<file path="src/rtl/hc595_driver.sv">
// hc595_driver
// -----------------------------------------------------------------------------
// Upstream driver for a chain of cascaded 74HC595 shift-register/latch devices.
// A parallel word is accepted over a valid/ready handshake, shifted out MSB
// first on o_a with a generated shift clock, and then transferred to the
// chain's parallel outputs with a single latch-clock pulse. A clear request
// pulses the chain's shift-register reset and latches the resulting zeros.
// The chain output enable is a registered copy of the inverted enable request.
//
// Parameters
//   N_CHIPS : number of cascaded 74HC595 devices (word width W = 8*N_CHIPS)
//   CLK_DIV : system clocks per shift/latch clock half-period (1..255)
//
// Ports
//   i_clk            system clock, all logic on the rising edge
//   i_reset          synchronous active-high reset
//   i_data[W-1:0]    word to shift, sampled only on the handshake
//   i_valid          i_data is valid
//   o_ready          driver can accept a word (IDLE and no clear request)
//   i_clear          request a chain clear, sampled only in IDLE
//   i_oe_req         1 = drive the chain's parallel outputs
//   o_done           one-cycle pulse after a word is latched or a clear ends
//   o_a              serial data to the chain (pin A)
//   o_shiftclock     shift clock to the chain (pin SHIFTCLOCK)
//   o_sr_reset       active-low shift-register clear (pin RESET)
//   o_latchclock     storage-register clock (pin LATCHCLOCK)
//   o_outputenable   active-low output enable (pin OUTPUTENABLE)
// -----------------------------------------------------------------------------
module hc595_driver #(
  parameter int N_CHIPS = 1,
  parameter int CLK_DIV = 2
) (
  input  logic                   i_clk,
  input  logic                   i_reset,
  input  logic [8*N_CHIPS-1:0]   i_data,
  input  logic                   i_valid,
  output logic                   o_ready,
  input  logic                   i_clear,
  input  logic                   i_oe_req,
  output logic                   o_done,
  output logic                   o_a,
  output logic                   o_shiftclock,
  output logic                   o_sr_reset,
  output logic                   o_latchclock,
  output logic                   o_outputenable
);

  localparam int W     = 8 * N_CHIPS;
  localparam int IDX_W = (W > 1) ? $clog2(W) : 1;

  localparam logic [7:0]       PHASE_LAST = 8'(CLK_DIV - 1);
  localparam logic [IDX_W-1:0] IDX_TOP    = IDX_W'(W - 1);

  typedef enum logic [2:0] {
    S_IDLE,
    S_SHIFT_LO,
    S_SHIFT_HI,
    S_LATCH_LO,
    S_LATCH_HI,
    S_CLR,
    S_CLR_LATCH
  } state_t;

  state_t           r_state;
  state_t           w_next_state;
  logic [7:0]       r_phase;
  logic [7:0]       w_next_phase;
  logic [IDX_W-1:0] r_index;
  logic [IDX_W-1:0] w_next_index;
  logic [W-1:0]     r_shift;
  logic [W-1:0]     w_next_shift;
  logic             w_phase_end;
  logic             w_next_done;
  logic             w_next_a;
  logic             w_next_sck;
  logic             w_next_srr;
  logic             w_next_lck;

  logic r_done;
  logic r_a;
  logic r_sck;
  logic r_srr;
  logic r_lck;
  logic r_oe_n;

  // A clear request in IDLE blocks the handshake in the same cycle, so READY
  // has to see i_clear combinationally.
  assign o_ready = (r_state == S_IDLE) && !i_clear;

  // Next-state logic. Every non-IDLE state lasts CLK_DIV cycles, measured by
  // the phase counter; the transition happens on the last phase.
  always_comb begin
    w_next_state = r_state;
    w_next_index = r_index;
    w_next_shift = r_shift;
    w_next_done  = 1'b0;
    w_phase_end  = (r_phase == PHASE_LAST);

    case (r_state)
      S_IDLE: begin
        if (i_clear) begin
          w_next_state = S_CLR;
        end else if (i_valid) begin
          w_next_state = S_SHIFT_LO;
          w_next_shift = i_data;
          w_next_index = IDX_TOP;
        end
      end
      S_SHIFT_LO: begin
        if (w_phase_end) begin
          w_next_state = S_SHIFT_HI;
        end
      end
      S_SHIFT_HI: begin
        if (w_phase_end) begin
          if (r_index == '0) begin
            w_next_state = S_LATCH_LO;
          end else begin
            w_next_state = S_SHIFT_LO;
            w_next_index = r_index - 1'b1;
          end
        end
      end
      S_LATCH_LO: begin
        if (w_phase_end) begin
          w_next_state = S_LATCH_HI;
        end
      end
      S_LATCH_HI: begin
        if (w_phase_end) begin
          w_next_state = S_IDLE;
          w_next_done  = 1'b1;
        end
      end
      S_CLR: begin
        if (w_phase_end) begin
          w_next_state = S_CLR_LATCH;
        end
      end
      S_CLR_LATCH: begin
        if (w_phase_end) begin
          w_next_state = S_IDLE;
          w_next_done  = 1'b1;
        end
      end
      default: begin
        w_next_state = S_IDLE;
      end
    endcase
  end

  // Phase counter restarts on every state change and is parked at 0 in IDLE.
  always_comb begin
    w_next_phase = 8'd0;
    if ((w_next_state == r_state) && (r_state != S_IDLE)) begin
      w_next_phase = r_phase + 8'd1;
    end
  end

  // Chain pin levels are decoded from the next state so that the registered
  // pins line up exactly with the state they belong to. A is driven from the
  // selected shift-register bit through both halves of a bit period.
  always_comb begin
    w_next_a   = 1'b0;
    w_next_sck = 1'b0;
    w_next_srr = 1'b1;
    w_next_lck = 1'b0;

    case (w_next_state)
      S_SHIFT_LO:  w_next_a   = w_next_shift[w_next_index];
      S_SHIFT_HI: begin
        w_next_a   = w_next_shift[w_next_index];
        w_next_sck = 1'b1;
      end
      S_LATCH_HI:  w_next_lck = 1'b1;
      S_CLR:       w_next_srr = 1'b0;
      S_CLR_LATCH: w_next_lck = 1'b1;
      default: begin
        w_next_a = 1'b0;
      end
    endcase
  end

  // State, datapath and registered chain pins. A mid-transfer reset returns
  // straight to IDLE without a latch pulse, so the chain keeps its old word.
  always_ff @(posedge i_clk) begin
    if (i_reset) begin
      r_state <= S_IDLE;
      r_phase <= 8'd0;
      r_index <= '0;
      r_shift <= '0;
      r_done  <= 1'b0;
      r_a     <= 1'b0;
      r_sck   <= 1'b0;
      r_srr   <= 1'b1;
      r_lck   <= 1'b0;
      r_oe_n  <= 1'b1;
    end else begin
      r_state <= w_next_state;
      r_phase <= w_next_phase;
      r_index <= w_next_index;
      r_shift <= w_next_shift;
      r_done  <= w_next_done;
      r_a     <= w_next_a;
      r_sck   <= w_next_sck;
      r_srr   <= w_next_srr;
      r_lck   <= w_next_lck;
      r_oe_n  <= ~i_oe_req;
    end
  end

  assign o_done         = r_done;
  assign o_a            = r_a;
  assign o_shiftclock   = r_sck;
  assign o_sr_reset     = r_srr;
  assign o_latchclock   = r_lck;
  assign o_outputenable = r_oe_n;

endmodule

</file>
<file path="config.mk">
export PLATFORM = sky130hd
export DESIGN_NAME = hc595_driver
export DESIGN_NICKNAME = d
export VERILOG_FILES = /design/src/rtl/hc595_driver.sv
export SDC_FILE = /design/constraint.sdc
export NUM_CORES = 1
export LEC_CHECK = 0
export CAP_MARGIN = 20
export CORE_MARGIN = 2
export CORE_UTILIZATION = 65
export CTS_BUF_LIST = sky130_fd_sc_hd__clkbuf_8 sky130_fd_sc_hd__clkbuf_16
export CTS_CLUSTER_SIZE = 28
export DETAILED_ROUTE_END_ITERATION = 12
export DONT_BUFFER_PORTS = 1
export PLACE_DENSITY = 0.81
export SLEW_MARGIN = 20
export SYNTH_ARGS = -nofsm -noshare
export SYNTH_HDL_FRONTEND = slang
export SYNTH_SLANG_ARGS = --single-unit
</file>
<file path="constraint.sdc">
create_clock -name i_clk -period 5.55 [get_ports i_clk]
set_input_delay 0.555 -clock i_clk [delete_from_list [all_inputs] [get_ports i_clk]]
set_output_delay 0.555 -clock i_clk [all_outputs]
set_load 0.005 [all_outputs]
</file>
==> results of run 1 <==
[synthesized netlist by cell type (2+ instances only)]
library cell  instances
xor2_1                3
nand2b_1              3
and4_1                2
nor3_1                4
o21ai_0               3
xnor2_1               3
and3_1                4
mux2_2                2
inv_1                 3
dfxtp_1              28
nand3b_1              2
nand3_1               4
ha_1                  4
and2_1                4
mux2i_1               3
a21oi_1              14
nor2b_1               3
nor4b_1               2
clkbuf_1              6
nor2_1               18
buf_2                 2
nand2_1              20
nand4_1               2
or3_1                 2
[layer usage]
metal	routed length, microns	vias to the layer above	track usage (%)	part of all wire (%)
met4	45	0	9.722	2.0
met2	1006	27	30.92	44
met3	120	5	4.464	5.3
met5	0	-	0	0
li1	-	536	-	-
met1	1088	455	25.67	48
[sequential cells by signal, indices dropped and copies added, names as in the netlist]
signal	cells
o_shiftclock	1
o_sr_reset	1
o_a	1
r_index	3
r_state	3
r_shift	8
o_latchclock	1
r_phase	8
o_outputenable	1
o_done	1
[through the flow]
step / hold WS (ps) / utilization (%) / instance area [sq um]
floorplan: 435.7 / - / 1386
global placement: 435.6 / 70.01 / 1388
detailed placement: 441.8 / 70.01 / 1388
CTS: 329.3 / 72.79 / 1443
global route: 321.9 / 72.79 / 1443
finish: 337.5 / 72.79 / 1443
[worst paths after layout]
| path | endpoint | start | slack [ps] | cells after the start |
|---|---|---|---|---|
| worst max-delay path | o_a$_SDFF_PP0_ | r_index[0]$_SDFF_PP0_ | 3240 | 8 |
| worst min-delay path | r_shift[4]$_SDFF_PP0_ | i_reset | 340 | 1 |
| worst max register to register | o_a$_SDFF_PP0_ | r_index[0]$_SDFF_PP0_ | 3240 | 8 |
| worst min register to register | r_shift[1]$_SDFF_PP0_ | r_shift[1]$_SDFF_PP0_ | 450 | 2 |
[critical path, delay by kind of cell, from the launching register on]
family,cells,cell delay [ps]
AO/OA/AOI/OAI,2,380
flip-flops,1,500
adder cells (fa/ha/maj),1,220
multiplexers,1,390
buffers and inverters,1,110
AND/OR/NAND/NOR,3,620
[cell families (layout without fill, tap and decap cells)]
group / after synthesis / in the layout / synth area share [%]
compound gates: 23 / 23 / 10.38
xor+xnor: 6 / 6 / 3.791
fa+ha+maj: 4 / 4 / 3.610
buf+inv: 11 / 7 / 3.159
flops: 28 / 28 / 40.43
mux: 6 / 6 / 5.415
simple gates: 79 / 79 / 33.21
[layout make-up]
cell class                      count  area [sq um]  area share [%]
Tap cell                           27         33.78           2.342
Multi-Input combinational cell    118         782.0           54.21
Inverter                            3         11.26          0.7806
Sequential cell                    28         560.5           38.86
Clock buffer                        4         55.05           3.816
[power breakdown]
group / total, mW / switching (mW) / leakage, nW / internal, mW
Sequential: 0.249 / 0.0274 / 0.228 / 0.221
Combinational: 0.112 / 0.0603 / 0.252 / 0.0516
Clock: 0.123 / 0.0592 / 0.0288 / 0.0635
==> results.sh, run 1 <==
export IMPL_grt_pass1_vias=866
export IMPL_dp_cells=176
export IMPL_final_hold_viol_count=0
export IMPL_crit_type="flip-flop to flip-flop"
export IMPL_synth_top_area_share_pct=40.43
export IMPL_synth_cell_types=40
export IMPL_startpoint_type="flip-flop"
export IMPL_ys_flop_type="dfxtp_1"
export IMPL_io_pins=20
export IMPL_antenna_cells=0
export IMPL_final_common_cell="dfxtp_1"
export IMPL_cap_violations=0
export IMPL_cts_tree="done"
export IMPL_hp_class="input pin to flip-flop"
export IMPL_yosysSeqAreaShare_pct=40.43
export IMPL_setup_violations=0
export IMPL_postRouteAntennaNets=0
export IMPL_fmax_mhz=432.3
export IMPL_layout_common_cells="dfxtp_1, nand2_1, nor2_1"
export IMPL_synth_area_top_cells="dfxtp_1, nand2_1, a21oi_1"
export IMPL_routed_wl_microns=2262
export IMPL_worst_setup_path_end_kind="flip-flop"
export IMPL_start_util_pct=69.95
export IMPL_synth_seq_cells=28
export IMPL_htreeDepth=1
export IMPL_cts_resized=0
export IMPL_drc=0
export IMPL_avgViaCountPerCell=5.683
export IMPL_cp_max_fo=7
export IMPL_route_vias_total=1023
export IMPL_cp_required_ps=5720
export IMPL_max_slew_margin_pct=69.98
export IMPL_drt_pass1_iterations=4
export IMPL_grtUsageTotal_pct=19.80
export IMPL_insertion_delay_ps=270
export IMPL_max_stage_delay_ps=500
export IMPL_final_max_slew_viol_count=0
export IMPL_clk_path_buf_depth=2
export IMPL_fp_row_count=16
export IMPL_tightest_slew_ps=446.6
export IMPL_syn_area_sq_um=1386
export IMPL_cts_buffers=3
export IMPL_synth_fp_nets=174
export IMPL_fin_tns_setup_ps=0
export IMPL_ctsHoldBuffers=0
export IMPL_yosys_warnings=0
export IMPL_grt_max_degree=20
export IMPL_report_power_total_mw=0.4833
export IMPL_dieHeight_microns=50.18
export IMPL_layout_drive_gt1_share_pct=11.11
export IMPL_wl_per_cell_microns=12.57
export IMPL_fin_skew_ps=1.810
export IMPL_nFillCells=160
export IMPL_dpl_hpwl_microns=1632
export IMPL_instances_no_fill=180
export IMPL_synth_largest_area_cell="dfxtp_1"
export IMPL_finalNetCount=171
export IMPL_ir_drop_v=0.0002391
export IMPL_grt_overflow_total=0
export IMPL_cts_root_buf="clkbuf_8"
export IMPL_slowest_stage="dfxtp_1"
export IMPL_grt_antenna_before_repair=0
export IMPL_post_cts_buffers=0
export IMPL_crit_chain="inv_1, ha_1, nor2b_1, and4b_2, mux2_2, a311oi_1, nand3_1, o2111a_1"
export IMPL_setup_ws_ps=3237
export IMPL_syn_inst=157
export IMPL_async_reset_ff_share_pct=0
export IMPL_dieArea_sq_um=2518
export IMPL_crit_arrival_ps=2490
export IMPL_rsz0062_at_grt="no"
export IMPL_synth_edf_count=0
export IMPL_areaGrowthSynthToFinish_pct=4.061
export IMPL_finalCritPeriodShare_pct=41.68
export IMPL_grt_pass1_wl_microns=3753
export IMPL_layout_min_cycle_time_ps=2313
export IMPL_cts_sinks=28
export IMPL_finalWeightedCongestion=0.7694
export IMPL_syn_area_per_cell_sq_um=8.830
export IMPL_status="finished, final reports clean"
export IMPL_io_buffers=0
export IMPL_die_width_microns=50.18
export IMPL_power_leakage_nw=0.5094
export IMPL_powerDensity_nw_per_um2=335.0
export IMPL_first_iter_violations=18
export IMPL_fp_coreArea_sq_um=1982
export IMPL_place_ws_ps=3253
export IMPL_clkSlewWorstSetupHoldPaths_ps=90
Note: power is estimated with default switching activity, not from simulation.
==> run 2: changes to the inputs <==
- CORE_UTILIZATION: 65 -> 55
- PLACE_DENSITY: 0.81 -> 0.73
- clock period: 5.55 -> 2.03 ns (I/O delays scaled with it)
==> run 2 against run 1 <==
Effect of this change:
- critical endpoint unchanged
- wire length increased by 24%
- critical path depth grew 1
- highest routed layer unchanged
- worst setup slack got worse by 3100 ps
- fmax increased by 19%
- flip-flop and latch count unchanged
- sequential share of layout area decreased by 3.5 points
==> results.sh, run 2 (same netlist as run 1, synthesis figures left out) <==
export IMPL_reg2reg_setup_slack_ps=90
export IMPL_crit_chain="inv_1, ha_1, nor3b_4, buf_4, nand4b_2, mux2i_4, mux2i_2, nor3_2, o2111a_1"
export IMPL_clkSlewWorstSetupHoldPaths_ps=90
export IMPL_avgViaCountPerCell=5.720
export IMPL_hp_class="input pin to flip-flop"
export IMPL_dieArea_sq_um=2938
export IMPL_tightest_slew_ps=596.5
export IMPL_grt_pass1_vias=1033
export IMPL_max_stage_delay_ps=340
export IMPL_max_slew_margin_pct=60.10
export IMPL_worst_setup_path_end_kind="flip-flop"
export IMPL_die_width_microns=54.21
export IMPL_drc=0
export IMPL_grt_pass1_wl_microns=4464
export IMPL_r2r_worst_path_cells=9
export IMPL_timing_hold_ws_ps=25.89
export IMPL_io_buffers=0
export IMPL_final_max_slew_viol_count=0
export IMPL_cts_sinks=28
export IMPL_fp_row_count=18
export IMPL_fin_skew_ps=3.131
export IMPL_ir_drop_v=0.0005679
export IMPL_status="finished, final reports clean"
export IMPL_layout_drive_gt1_share_pct=22.94
export IMPL_antenna_cells=0
export IMPL_cp_required_ps=2200
export IMPL_cts_root_buf="clkbuf_8"
export IMPL_critPathTopFamily="multiplexers"
export IMPL_cts_buffers=3
export IMPL_finalWeightedCongestion=0.7746
export IMPL_multi_input_area_sq_um=803.3
export IMPL_dpl_hpwl_microns=1987
export IMPL_cp_max_fo=5
export IMPL_powerDensity_nw_per_um2=871.6
export IMPL_finalNetCount=189
export IMPL_dieHeight_microns=54.21
export IMPL_cts_tree="done"
export IMPL_place_ws_ps=-16.67
export IMPL_final_common_cell="dfxtp_1"
export IMPL_routed_wl_microns=2795
export IMPL_cap_violations=0
export IMPL_layout_common_cells="dfxtp_1, nand2_1, nor2_1"
export IMPL_route_vias_total=1144
export IMPL_power_leakage_nw=0.6092
export IMPL_htreeDepth=1
export IMPL_crit_arrival_ps=2110
export IMPL_postRouteAntennaNets=0
export IMPL_insertion_delay_ps=270
export IMPL_grtUsageTotal_pct=21.06
export IMPL_wl_per_cell_microns=13.98
export IMPL_path_buf_inv=2
export IMPL_first_iter_violations=37
export IMPL_final_hold_viol_count=0
export IMPL_drt_pass1_iterations=4
export IMPL_areaGrowthSynthToFinish_pct=15.34
export IMPL_grt_antenna_before_repair=0
export IMPL_clk_path_buf_depth=2
export IMPL_fp_coreArea_sq_um=2432
export IMPL_crit_type="flip-flop to flip-flop"
export IMPL_startpoint_type="flip-flop"
export IMPL_setup_violations=0
export IMPL_top_regs="r_phase (8), r_shift (8)"
export IMPL_slowest_stage="dfxtp_2"
export IMPL_layout_min_cycle_time_ps=1942
export IMPL_cp_num_cells=9
export IMPL_grt_overflow_total=0
export IMPL_setup_ws_ps=88.07
export IMPL_finalCritPeriodShare_pct=95.66
export IMPL_seqCellArea_sq_um=565.5
export IMPL_start_util_pct=57.00
export IMPL_fmax_mhz=515.0
export IMPL_io_pins=20
export IMPL_holdPathStages=1
export IMPL_nFillCells=199
export IMPL_rsz0062_at_grt="no"
export IMPL_grt_max_degree=16
==> run 2: cell types whose count changed in the layout (fill, tap and decap cells not counted), sizes merged <==
cell | before | now
clkbuf | 4 | 3
buf | 0 | 16
dlygate4sd3 | 0 | 2
==> run 2: stage by stage <==
| stage | instance area (sq um) | power [mW] | utilization [%] | setup TNS, ps | cells |
|---|---|---|---|---|---|
| 2_1_floorplan | 1393 | 0.9553 | - | 0 | 157 |
| 6_report | 1599 | 1.394 | 65.74 | 0 | 200 |
| 5_1_grt | 1599 | 1.473 | 65.74 | 0 | 200 |
| 3_3_place_gp | 1493 | 1.059 | 61.37 | 0 | 192 |
| 3_5_place_dp | 1493 | 1.081 | 61.37 | -16.67 | 192 |
| 4_1_cts | 1568 | 1.383 | 64.45 | 0 | 198 |
==> run 2: metal layers <==
| metal | vias up | GRT usage [%] | wire [microns] |
|---|---|---|---|
| li1 | 570 | - | - |
| met1 | 541 | 25.72 | 1257 |
| met2 | 28 | 34.74 | 1365 |
| met3 | 5 | 6.389 | 137 |
| met4 | 0 | 7.500 | 33 |
| met5 | - | 0 | 0 |
==> run 2: power breakdown <==
part	internal, mW	leakage (nW)	switching [mW]
clock	0.133	0.0216	0.162
combinational	0.208	0.358	0.243
sequential	0.607	0.230	0.0410
total	0.948	0.609	0.446
==> run 2: path summary, 6_finish.rpt <==
check                        start                        end
max          r_phase[1]$_SDFF_PP0_             o_a$_SDFF_PP0_
min                        i_reset  o_outputenable$_SDFF_PP1_
max reg2reg  r_phase[1]$_SDFF_PP0_             o_a$_SDFF_PP0_
min reg2reg  r_shift[0]$_SDFF_PP0_      r_shift[0]$_SDFF_PP0_
==> run 2: cell type report <==
class                           instances  area share [%]
Multi-Input combinational cell        118           50.23
Sequential cell                        28           35.37
Timing Repair Buffer                   18           8.764
Clock buffer                            3           2.582
Tap cell                               30           2.347
Inverter                                3          0.7042
==> run 2: timing repair <==
action,CTS,global route
pin swaps,1,2
endpoints found under the setup margin,1,2
endpoints found under the hold margin,16,0
buffers inserted,1,2
cloned,0,0
resized for setup,1,7
hold buffers,2,0
==> run 3: changes to the inputs <==
- CORE_UTILIZATION: 55 -> 51
- PLACE_DENSITY: 0.73 -> 0.69
==> run 3 against run 2 <==
Effect of this change:
- flip-flop and latch count unchanged
- critical path depth shrank 1
- design area up 2.4%
- total power up 4.2%
- fmax shrank 0.93%
- global-route usage decreased by 3.7 points
- register-to-register slack worse by 20 ps
- cell count is 2.0% higher
- critical path type unchanged
- clock skew hardly changed
- die area is 7.2% higher
- largest power group unchanged
- clock power up 16%
==> results.sh, run 3 (same netlist as run 1, synthesis figures left out) <==
export IMPL_cap_violations=0
export IMPL_grt_pass1_wl_microns=4353
export IMPL_grt_overflow_total=0
export IMPL_max_stage_delay_ps=340
export IMPL_antenna_cells=0
export IMPL_dpl_hpwl_microns=1874
export IMPL_grt_pass1_vias=1034
export IMPL_first_iter_violations=21
export IMPL_setup_violations=0
export IMPL_dieArea_sq_um=3151
export IMPL_path_buf_inv=1
export IMPL_wl_per_cell_microns=13.06
export IMPL_crit_chain="inv_1, ha_1, nor2b_2, and4b_2, mux2_4, a311oi_2, nand3_1, o2111a_1"
export IMPL_finalWeightedCongestion=0.8023
export IMPL_drt_pass1_iterations=4
export IMPL_fp_coreArea_sq_um=2522
export IMPL_max_slew_margin_pct=61.15
export IMPL_finalNetCount=192
export IMPL_slowest_stage="dfxtp_2"
export IMPL_htreeDepth=1
export IMPL_hp_start="i_reset"
export IMPL_final_max_slew_viol_count=0
export IMPL_setup_ws_ps=69.87
export IMPL_layout_min_cycle_time_ps=1960
export IMPL_worst_setup_path_end_kind="flip-flop"
export IMPL_place_ws_ps=76.40
export IMPL_avgViaCountPerCell=5.593
export IMPL_insertion_delay_ps=270
export IMPL_cts_root_buf="clkbuf_8"
export IMPL_p_sw_share_pct=30.48
export IMPL_top_regs="r_phase (8), r_shift (8)"
export IMPL_powerDensity_nw_per_um2=886.3
export IMPL_combPwrFrac_pct=32.0
export IMPL_cts_buffers=3
export IMPL_io_buffers=0
export IMPL_instances_no_fill=204
export IMPL_start_util_pct=54.96
export IMPL_drc=0
export IMPL_route_vias_total=1141
export IMPL_fin_skew_ps=2.739
export IMPL_final_common_cell="dfxtp_1"
export IMPL_timing_rr_end="o_a$_SDFF_PP0_"
export IMPL_startpoint_type="flip-flop"
export IMPL_finalCritPeriodShare_pct=96.56
export IMPL_grtUsageTotal_pct=17.38
export IMPL_crit_type="flip-flop to flip-flop"
export IMPL_cts_tree="done"
export IMPL_crit_arrival_ps=2130
export IMPL_fmax_mhz=510.2
export IMPL_die_width_microns=56.14
export IMPL_layout_common_cells="dfxtp_1, nand2_1, nor2_1"
export IMPL_hp_class="input pin to flip-flop"
export IMPL_cp_max_fo=4
export IMPL_cts_sinks=28
export IMPL_r2r_worst_path_cells=8
export IMPL_power_leakage_nw=0.6250
export IMPL_postRouteAntennaNets=0
export IMPL_grt_antenna_before_repair=0
export IMPL_routed_wl_microns=2664
export IMPL_dp_cells=194
export IMPL_cp_required_ps=2200
export IMPL_status="finished, final reports clean"
export IMPL_io_pins=20
export IMPL_fin_area_sq_um=1638
export IMPL_holdPathStages=1
export IMPL_ir_drop_v=0.0007241
export IMPL_dpl_instance_area_sq_um=1508
export IMPL_dieHeight_microns=56.14
export IMPL_whs_endpoint="o_sr_reset$_SDFF_PP1_"
export IMPL_p_switching_mw=0.4424
export IMPL_final_hold_viol_count=0
export IMPL_grt_max_degree=16
export IMPL_areaGrowthSynthToFinish_pct=18.14
export IMPL_tightest_slew_ps=580.8
export IMPL_r2r_start="r_index[1]$_SDFF_PP0_"
export IMPL_reg2reg_setup_slack_ps=70
export IMPL_fp_row_count=18
export IMPL_layout_drive_gt1_share_pct=23.56
export IMPL_clk_path_buf_depth=2
export IMPL_seqPwrFrac_pct=44.4
export IMPL_power_internal_mw=1.009
export IMPL_critPathTopFamily="simple AND/OR/NAND/NOR gates"
export IMPL_clockPowerShare_pct=23.6
export IMPL_clkSlewWorstSetupHoldPaths_ps=90
run 3: cell count changes in the layout (fill, tap and decap cells not counted):
cell | before | now
nor2b_4 | 1 | 0
a221oi_2 | 0 | 1
dlygate4sd3_1 | 2 | 3
dfxtp_2 | 4 | 3
buf_4 | 16 | 17
clkbuf_8 | 3 | 4
mux2i_2 | 1 | 0
nor2b_2 | 0 | 1
dfxtp_1 | 24 | 25
mux2i_1 | 2 | 3
a221oi_1 | 1 | 0
buf_6 | 0 | 1
run 3: per-layer routing:
metal  track usage (%)  vias up  wire, microns
met5                 0        -              0
met4             8.844        0             48
met3             3.256        5            106
met2             30.08       24           1285
met1             20.29      532           1224
li1                  -      580              -
run 3: worst max path at each step:
stage	slack (ps)	from	cells after the start	end
global placement	70	r_phase[1]$_SDFF_PP0_	9	o_a$_SDFF_PP0_
finish	70	r_index[1]$_SDFF_PP0_	8	o_a$_SDFF_PP0_
CTS	50	r_index[1]$_SDFF_PP0_	8	o_a$_SDFF_PP0_
global route	-3	r_index[1]$_SDFF_PP0_	8	o_a$_SDFF_PP0_
floorplan	4	r_index[0]$_SDFF_PP0_	9	o_a$_SDFF_PP0_
detailed placement	80	r_index[1]$_SDFF_PP0_	8	o_a$_SDFF_PP0_
run 3: area by class of cell:
type / instances / area [sq um]
inverter: 3 / 11.26
tap: 30 / 37.54
multi-input combinational: 118 / 800.8
clock buffer: 4 / 55.05
sequential: 28 / 564.3
fill: 199 / 884.6
timing repair buffer: 21 / 168.9
run 3: worst reg2reg max path, stage by stage, from the launching register on:
cell and delay (ps):
dfxtp_2 340, inv_1 60, ha_1 190, nor2b_2 170, and4b_2 310, mux2_4 330
a311oi_2 240, nand3_1 100, o2111a_1 130
run 3: repair_timing:
item	4_1_cts	5_1_grt
buffers inserted	0	3
hold endpoints to repair	15	1
gates resized for setup	0	7
hold buffers	2	1
endpoints found under the setup margin	0	2
run 3: power groups by stage:
stage               clock (mW)  sequential [mW]  combinational (mW)
finish                   0.342            0.645               0.464
global route             0.373            0.653               0.513
CTS                      0.355            0.644               0.432
detailed placement           0            0.657               0.421
global placement             0            0.655               0.412
floorplan                    0            0.651               0.304
run 3: per-stage QoR:
step / TNS (ps) / util [%] / hold slack [ps] / total power [mW]
2_1_floorplan: 0 / - / 276.7 / 0.9553
3_3_place_gp: 0 / 59.77 / 274.7 / 1.067
3_5_place_dp: 0 / 59.77 / 276.6 / 1.078
4_1_cts: 0 / 62.75 / 3.343 / 1.431
5_1_grt: -3.326 / 64.93 / 16.91 / 1.538
6_report: 0 / 64.93 / 24.50 / 1.452
